==> config.mk <==
export PLATFORM = sky130hd
export DESIGN_NAME = camera_pattern_generator
export DESIGN_NICKNAME = d
export VERILOG_FILES = /design/src/rtl/camera_pattern_generator.sv
export SDC_FILE = /design/constraint.sdc
export NUM_CORES = 1
export LEC_CHECK = 0
export CAP_MARGIN = 20
export CELL_PAD_IN_SITES_DETAIL_PLACEMENT = 0
export CELL_PAD_IN_SITES_GLOBAL_PLACEMENT = 1
export CORE_UTILIZATION = 40
export DETAILED_ROUTE_END_ITERATION = 8
export GPL_TIMING_DRIVEN = 1
export PLACE_DENSITY = 0.74
export SYNTH_ARGS = -nofsm -noshare
export SYNTH_HDL_FRONTEND = slang
export SYNTH_SLANG_ARGS = --single-unit
==> constraint.sdc <==
create_clock -name clock_pixel_in -period 2 [get_ports clock_pixel_in]
set_input_delay 0.4 -clock clock_pixel_in [delete_from_list [all_inputs] [get_ports clock_pixel_in]]
set_output_delay 0.4 -clock clock_pixel_in [all_outputs]
set_load 0.02 [all_outputs]
==> src/rtl/camera_pattern_generator.sv <==
// camera_pattern_generator: synthetic RGGB pixel stream with fv/lv timing and selectable test patterns.
// All outputs are registered from the next-state values, so they line up with the state they describe.
module camera_pattern_generator #(
    parameter int X_SIZE    = 1280,
    parameter int Y_SIZE    = 720,
    parameter int H_BLANK   = 64,
    parameter int V_FRONT   = 16,
    parameter int V_BACK    = 16,
    parameter int FRAME_GAP = 32
) (
    input  logic       clock_pixel_in,
    input  logic       reset_pixel_in,
    input  logic       enable_in,
    input  logic       single_shot_in,
    input  logic [1:0] pattern_select_in,
    output logic       frame_valid_out,
    output logic       line_valid_out,
    output logic [9:0] pixel_data_out,
    output logic [7:0] frame_count_out,
    output logic       busy_out
);
    localparam logic [2:0] IDLE = 3'd0, FRONT = 3'd1, LINE = 3'd2, HBLANK = 3'd3, BACK = 3'd4, GAP = 3'd5;
    localparam logic [15:0] FRONT_END = 16'(V_FRONT - 1);
    localparam logic [15:0] HB_END    = 16'(H_BLANK - 1);
    localparam logic [15:0] BACK_END  = 16'(V_BACK - 1);
    localparam logic [15:0] GAP_END   = 16'(FRAME_GAP - 1);
    localparam logic [10:0] X_END     = 11'(X_SIZE - 1);
    localparam logic [9:0]  Y_END     = 10'(Y_SIZE - 1);

    logic [2:0]  state, state_n;
    logic [15:0] cnt, cnt_n;
    logic [10:0] x, x_n;
    logic [9:0]  y, y_n, lfsr, lfsr_n, pix;
    logic [1:0]  pat, pat_n;
    logic        start, frame_done;

    // A busy pulse is dropped; only a held enable chains straight from GAP into the next frame.
    assign start = (state == IDLE && (enable_in || single_shot_in)) ||
                   (state == GAP && cnt == GAP_END && enable_in);
    assign frame_done = state == BACK && cnt == BACK_END;

    always_comb begin
        state_n = state;
        cnt_n   = cnt + 16'd1;
        x_n     = x;
        y_n     = y;
        pat_n   = pat;
        lfsr_n  = lfsr;
        case (state)
            FRONT: if (cnt == FRONT_END) begin
                state_n = LINE;
                cnt_n   = '0;
            end
            LINE: begin
                lfsr_n = {lfsr[8:0], lfsr[9] ^ lfsr[6]};
                if (x == X_END) begin
                    state_n = (y == Y_END) ? BACK : HBLANK;
                    cnt_n   = '0;
                end else
                    x_n = x + 11'd1;
            end
            HBLANK: if (cnt == HB_END) begin
                state_n = LINE;
                x_n     = '0;
                y_n     = y + 10'd1;
            end
            BACK: if (frame_done) begin
                state_n = GAP;
                cnt_n   = '0;
            end
            GAP: if (cnt == GAP_END) state_n = IDLE;
            default: state_n = IDLE;
        endcase
        if (start) begin
            state_n = FRONT;
            cnt_n   = '0;
            x_n     = '0;
            y_n     = '0;
            lfsr_n  = 10'h001;
            pat_n   = pattern_select_in;
        end
    end

    assign pix = pat_n == 2'd0 ? x_n[9:0] :
                 pat_n == 2'd1 ? (x_n[0] == y_n[0] ? (y_n[0] ? 10'h000 : 10'h3FF) : 10'h200) :
                 pat_n == 2'd2 ? {10{x_n[4] ^ y_n[4]}} : lfsr_n;

    always_ff @(posedge clock_pixel_in) begin
        if (reset_pixel_in) begin
            state           <= IDLE;
            cnt             <= '0;
            x               <= '0;
            y               <= '0;
            pat             <= '0;
            lfsr            <= 10'h001;
            frame_valid_out <= 1'b0;
            line_valid_out  <= 1'b0;
            pixel_data_out  <= '0;
            frame_count_out <= '0;
            busy_out        <= 1'b0;
        end else begin
            state           <= state_n;
            cnt             <= cnt_n;
            x               <= x_n;
            y               <= y_n;
            pat             <= pat_n;
            lfsr            <= lfsr_n;
            frame_valid_out <= state_n inside {FRONT, LINE, HBLANK, BACK};
            line_valid_out  <= state_n == LINE;
            pixel_data_out  <= state_n == LINE ? pix : 10'h000;
            busy_out        <= state_n != IDLE;
            if (frame_done) frame_count_out <= frame_count_out + 8'd1;
        end
    end
endmodule
Word-level counts from Yosys, hierarchy flattened
Cells that the tools add are included.
{"block": "word_totals", "register_bits": 73, "output_inout_bits": 21, "wordCells": 81}
{"block": "op_classes", "n_addsub": 4, "eq_ne": 19, "mux": 27, "n_bitwise": 3, "n_reduce_logical": 15}
{"operator": "$mux 10", "n": 8}
{"operator": "$mux 16", "n": 3}
{"operator": "$pmux 16 s3", "n": 1}
{"operator": "$mux 11", "n": 2}
{"operator": "$pmux 11 s2", "n": 1}
{"operator": "$mux 3", "n": 7}
{"operator": "$add 16x1->16 const B", "n": 1}
{"operator": "$eq 16x4->1 const B", "n": 1}
{"operator": "$eq 16x5->1 const B", "n": 1}
{"operator": "$eq 16x6->1 const B", "n": 1}
{"operator": "$mux 5", "n": 3}
{"operator": "$pmux 3 s5", "n": 1}
{"operator": "$eq 3x2->1 const B", "n": 4}
{"operator": "$add 11x1->11 const B", "n": 1}
{"operator": "$eq 11x11->1 const B", "n": 1}
{"operator": "$add 10x1->10 const B", "n": 1}
{"operator": "$eq 10x10->1 const B", "n": 1}
{"operator": "$eq 3x3->1 const B", "n": 3}
{"operator": "$add 8x1->8 const B", "n": 1}
{"operator": "$eq 3x1->1 const B", "n": 2}
{"operator": "$logic_and 1x1->1", "n": 4}
{"operator": "$ne 2x2->1 const B", "n": 2}
{"operator": "$reduce_bool 4->1", "n": 1}
{"operator": "$reduce_or 2->1", "n": 2}
{"operator": "13 further kinds", "n": 15}

Depth between registers and ports, before layout
{"block": "depth", "ltp_word": 9, "depth_mapped": 10, "depth_no_buf": 8}

Worst setup path before layout
Ideal clock, no wire load.
{"block": "synth_timing", "path_kind": "reg-to-reg", "start": "register cnt[0]", "end": "register pixel_data_out[9]", "setup_time_ns": 0.081, "arrival_time_ns": 2.047, "path_slack_ns": -0.127, "stages_incl_launch_ff": 10, "n_path_buf": 2, "period_less_slack_ns": 2.127, "cell_sequence": "dfxtp_1 > ha_1 > and4b_1 > and4_4 > a31o_1 > buf_2 > or3_1 > clkbuf_2 > o22a_1 > a41oi_1"}
{"block": "synth_between", "elab_chain_cells": 9, "elab_cells_between_ends": 34, "cone_classes": "eq/ne (7); mux (19); bitwise (2); reduce/logical (6)"}
{"element": "from (decl)", "line": "31", "text": "logic [15:0] cnt, cnt_n;"}
{"element": "from (signal assigned)", "line": "103", "text": "cnt <= cnt_n;"}
{"element": "branches (longest 9 deep; another with $eq 16x4->1)"}
{"element": "to (signal assigned)", "line": "110", "text": "pixel_data_out <= state_n == LINE ? pix : 10'h000;"}
{"element": "to (decl)", "line": "18", "text": "output logic [9:0] pixel_data_out,"}
Parallel ways; which one is timed is not known. The select of a mux whose other input is x is not followed.
A chain may end at the register's enable or synchronous reset.

Worst setup path after layout
{"block": "layout_timing", "start": "register cnt[8]", "end": "register pixel_data_out[3]"}
The elaborated chain is that of the path after synthesis.

==> results.txt <==
The synthesized netlist net count is 403. The total core area came out at 8340 µm². Counting instances, the worst hold path has a depth of 2. The cell count after synthesis is 392. The final worst slack is -0.178 ns. On the critical path, the stage with the largest delay is an instance of sky130_fd_sc_hd__nor4_4.

The combined area of the multi-input logic cells came out at 2110 µm². The number of synthesized flops with an enable pin is 0. The average wire per cell in the routed design came out at 14.0 µm. The number of clock sinks seen by CTS is 73.

The simple-gate portion of the synthesized area came out at 0.275. The required time of the critical path is approximately 2.3 ns. The final reports fail on setup timing. The fraction of the mapped netlist area in adder cells is 0.0179. In the layout the commonest cells are sky130_fd_sc_hd__buf_4 (81), sky130_fd_sc_hd__dfxtp_1 (70), sky130_fd_sc_hd__nor2_1 (63). The sum of negative setup slack came out at -3.94 ns.

The minimum period implied by the final worst setup slack came out at 2.18 ns. The tightest hold path in the finished design has a slack of slightly above 0.5 ns. The count of maximum capacitance violations is 0. The number of failing hold endpoints at the final stage was 0. The cell count after placement is 586. Measured along the x axis, the die boundary spans 95.4 µm.

The start of the worst register-to-register path is cnt[8]$_SDFF_PP0_. The total power of the final layout came out at 2.83 mW. The TritonCTS clock tree is done.

The worst setup path is launched from a flop. Measured on the finished design, the core utilization comes to 0.585. The buffers plus inverters on the worst setup path is 0. The detailed-placement wirelength estimate came out at approximately 6000 µm. For this run, the detailed router's first-pass iteration total came to 4. The compound-cell area share of the yosys netlist came out at 0.140. The max-slew violation total from the final report came out at 0.

On the worst path, the slowest cell contributes a delay of 0.38 ns. The count of cell types in the netlist is 55. For this design the static power due to leakage is 1.77 nW. For the worst flop-to-flop path, the logic depth is 7. The share of the synthesized netlist area taken by xor and xnor gates is 0.0803.

In the final layout, the share of cells above drive strength 1 is 0.310. Input and output buffers added on the ports amount to 26. The cell area after layout is 4880 µm². The count of antenna diodes in the layout is 0. The maximum buffer depth of the clock tree came out at 2. The global-route wire length before repair is approximately 14000 µm. Excluding fillers, the count of instances in the completed layout stands at between 600 and 700. The total setup violations reported at the end of the flow is 33. The sequential share of the synthesized area came out at 0.419.

The clock insertion delay at the later pin of the skew report is 0.36 ns. The detailed router's first-iteration violation count is 122. The peak supply drop is slightly above 0.5 mV. The power per standard cell area is 581 nW/µm². The die footprint came out at slightly above 9000 µm². The combinational family with the most area after synthesis is simple AND/OR/NAND/NOR gates.

The run finished, with violations left. At the placement stage, the worst setup path has a slack of -0.230 ns. The instance area after placement came out at 4430 µm². The CTS H-tree depth is 3. The number of buffers created by CTS came out at 9.

Setup repair after global routing could not meet its margin everywhere. The transition time at the pin with the least slew margin is 0.431 ns. The total wire length is 8570 µm.

The pin count of the biggest net entering global routing came out at 18. The worst setup path is of the flop to flop kind. The worst register-to-register path ends at pixel_data_out[3]$_SDFF_PP0_.

The most frequent standard cell in the layout excluding fill and tap cells is sky130_fd_sc_hd__buf_4. The global-route usage over all layers came out at 0.198. After synthesis the netlist holds a flip-flop and latch count of 73. The number of global-route vias before repair came to 3026.

The final worst-path cycle share came out at 1.09. On the final layout, the worst clock skew is 0.0115 ns. Compared with the post-synthesis result, the final layout area differs by 39.8%. Measured against its own limit, the worst slew margin works out to 0.713. The register-to-register setup slack came out at -0.18 ns. Clock-pin slew was measured on the worst setup and hold paths at 0.08 ns. After detailed routing, the number of vias per cell comes to 5.17. The critical-path maximum fanout is 8. The cell family contributing the most delay on the critical path is compound AO/OA/AOI/OAI gates. The area of the mapped netlist came out at 3490 µm². The cell sitting at the root of the clock tree is a sky130_fd_sc_hd__clkbuf_8. The mean post-synth cell area came out at 8.91 µm². The critical path goes through nor4_4 > and4_4 > o211ai_1 > mux2_4 > o41ai_4 > a31oi_4 > a21oi_1. The endpoint kind of the worst setup timing path is a flop.

The floorplan step set the die height to between 90 and 100 µm. In the final layout, flip-flops and latches occupy about 1500 µm². The post-synthesis async set-or-reset flop share came out at 0. The number of I/O pins is 27. Routability-driven placement finished with a final weighted congestion of 0.816. The worst hold path belongs to the class flop to flop. The warning count from the yosys run is 0. After floorplanning, the core was divided into 33 placement rows. In the routed design, unresolved DRC markers number 0. Measured against the total synthesized area, the mux share comes to 0.0416.

For the worst setup path, the data arrival time is 2.45 ns. In this run, post-CTS hold repair placed 0 buffers. For this configuration, the core starts out at a cell density of 0.419. The overall overflow remaining after global route is 0. The maximum operating frequency is 0.459 GHz.

In this run the most critical hold path is launched from frame_count_out[7]$_SDFFE_PP0P_. The total vias in the final route came out at 3161. The final layout net count is 513. The count of nets left with antenna violations after detail routing came out at 0. The filler cells instantiated in the layout total 767.

The number of antenna violations at the first check in global routing is 0. For this run, the leading register cell type out of synthesis is sky130_fd_sc_hd__dfxtp_1. The endpoint of the worst hold path is frame_count_out[7]$_SDFFE_PP0P_.
per-layer routing:
| layer | share of wire | GRT usage | up-vias |
|---|---|---|---|
| met1 | 0.46 | 0.244 | 1474 |
| met3 | 0.038 | 0.0526 | 11 |
| li1 | - | - | 1615 |
| met4 | 0.014 | 0.0572 | 0 |
| met5 | 0 | 0 | - |
| met2 | 0.49 | 0.338 | 61 |
how the worst max path moves through the flow:
stage                 startpoint                           end  slack (ns)  cells past startpoint
2_1_floorplan  cnt[0]$_SDFF_PP0_  pixel_data_out[9]$_SDFF_PP0_       -0.03                      9
3_3_place_gp           enable_in  pixel_data_out[9]$_SDFF_PP0_       -0.17                      7
3_5_place_dp           enable_in  pixel_data_out[3]$_SDFF_PP0_       -0.23                      8
4_1_cts        cnt[8]$_SDFF_PP0_  pixel_data_out[3]$_SDFF_PP0_       -0.18                      7
5_1_grt        cnt[8]$_SDFF_PP0_  pixel_data_out[3]$_SDFF_PP0_       -0.33                      7
6_report       cnt[8]$_SDFF_PP0_  pixel_data_out[3]$_SDFF_PP0_       -0.18                      7
tightest hold or removal path, cell delays in order (launching register included):
cell                      delay (ns)
sky130_fd_sc_hd__dfxtp_1        0.35
sky130_fd_sc_hd__xor2_1         0.07
sky130_fd_sc_hd__nor2_1         0.07
where the power goes:
part / leakage [nW] / switching [mW] / internal (mW)
clock: 0.0964 / 0.582 / 0.581
combinational: 1.08 / 0.105 / 0.0876
sequential: 0.591 / 0.0149 / 1.46
total: 1.77 / 0.701 / 2.13
synthesized netlist by cell type, types with 3 or more instances:
cell | count | area (µm²)
sky130_fd_sc_hd__nand3b_1 | 3 | 22.5
sky130_fd_sc_hd__o21a_1 | 3 | 22.5
sky130_fd_sc_hd__a31oi_1 | 9 | 56.3
sky130_fd_sc_hd__o22a_1 | 8 | 70.1
sky130_fd_sc_hd__nor4_4 | 3 | 63.8
sky130_fd_sc_hd__xnor2_1 | 12 | 105
sky130_fd_sc_hd__a21oi_1 | 15 | 75.1
sky130_fd_sc_hd__nand3_1 | 19 | 95.1
sky130_fd_sc_hd__buf_2 | 8 | 40.0
sky130_fd_sc_hd__inv_1 | 6 | 22.5
sky130_fd_sc_hd__ha_1 | 5 | 62.6
sky130_fd_sc_hd__nand2b_1 | 4 | 25.0
sky130_fd_sc_hd__nor2_1 | 72 | 270
sky130_fd_sc_hd__xor2_1 | 20 | 175
sky130_fd_sc_hd__nand4_1 | 12 | 75.1
sky130_fd_sc_hd__nor2b_1 | 5 | 31.3
sky130_fd_sc_hd__and3_1 | 13 | 81.3
sky130_fd_sc_hd__nand2_1 | 21 | 78.8
sky130_fd_sc_hd__clkbuf_1 | 5 | 18.8
sky130_fd_sc_hd__mux2i_1 | 13 | 130
sky130_fd_sc_hd__or3_1 | 3 | 18.8
sky130_fd_sc_hd__dfxtp_1 | 73 | 1460
sky130_fd_sc_hd__a22oi_1 | 3 | 22.5
sky130_fd_sc_hd__nor3_1 | 6 | 30.0
sky130_fd_sc_hd__o21ai_0 | 12 | 60.1
area by class of cell:
cell class	count	area share
Sequential cell	73	0.300
Multi-Input combinational cell	297	0.432
Tap cell	105	0.0269
Clock buffer	10	0.0261
Inverter	6	0.00461
Clock inverter	6	0.0141
Timing Repair Buffer	115	0.196
sequential cells by signal (all words and copies together) (netlist names):
signal,flops
line_valid_out,1
frame_count_out,8
y,10
pixel_data_out,10
x,11
lfsr,10
busy_out,1
pat,2
cnt,16
state,3
frame_valid_out,1
what timing repair did:
item,in CTS,in global routing
setup buffers,4,8
gates resized for setup,14,39
cloned,1,1
endpoints found under the hold margin,0,0
pin swaps,9,17
setup endpoints to repair,31,41
kinds of logic after synthesis:
logic type,count (synthesis)
simple gates,178
flops,73
compound gates,68
xor+xnor,32
buf+inv,22
mux,14
fa+ha+maj,5
Power figures use the tool's default switching activity.
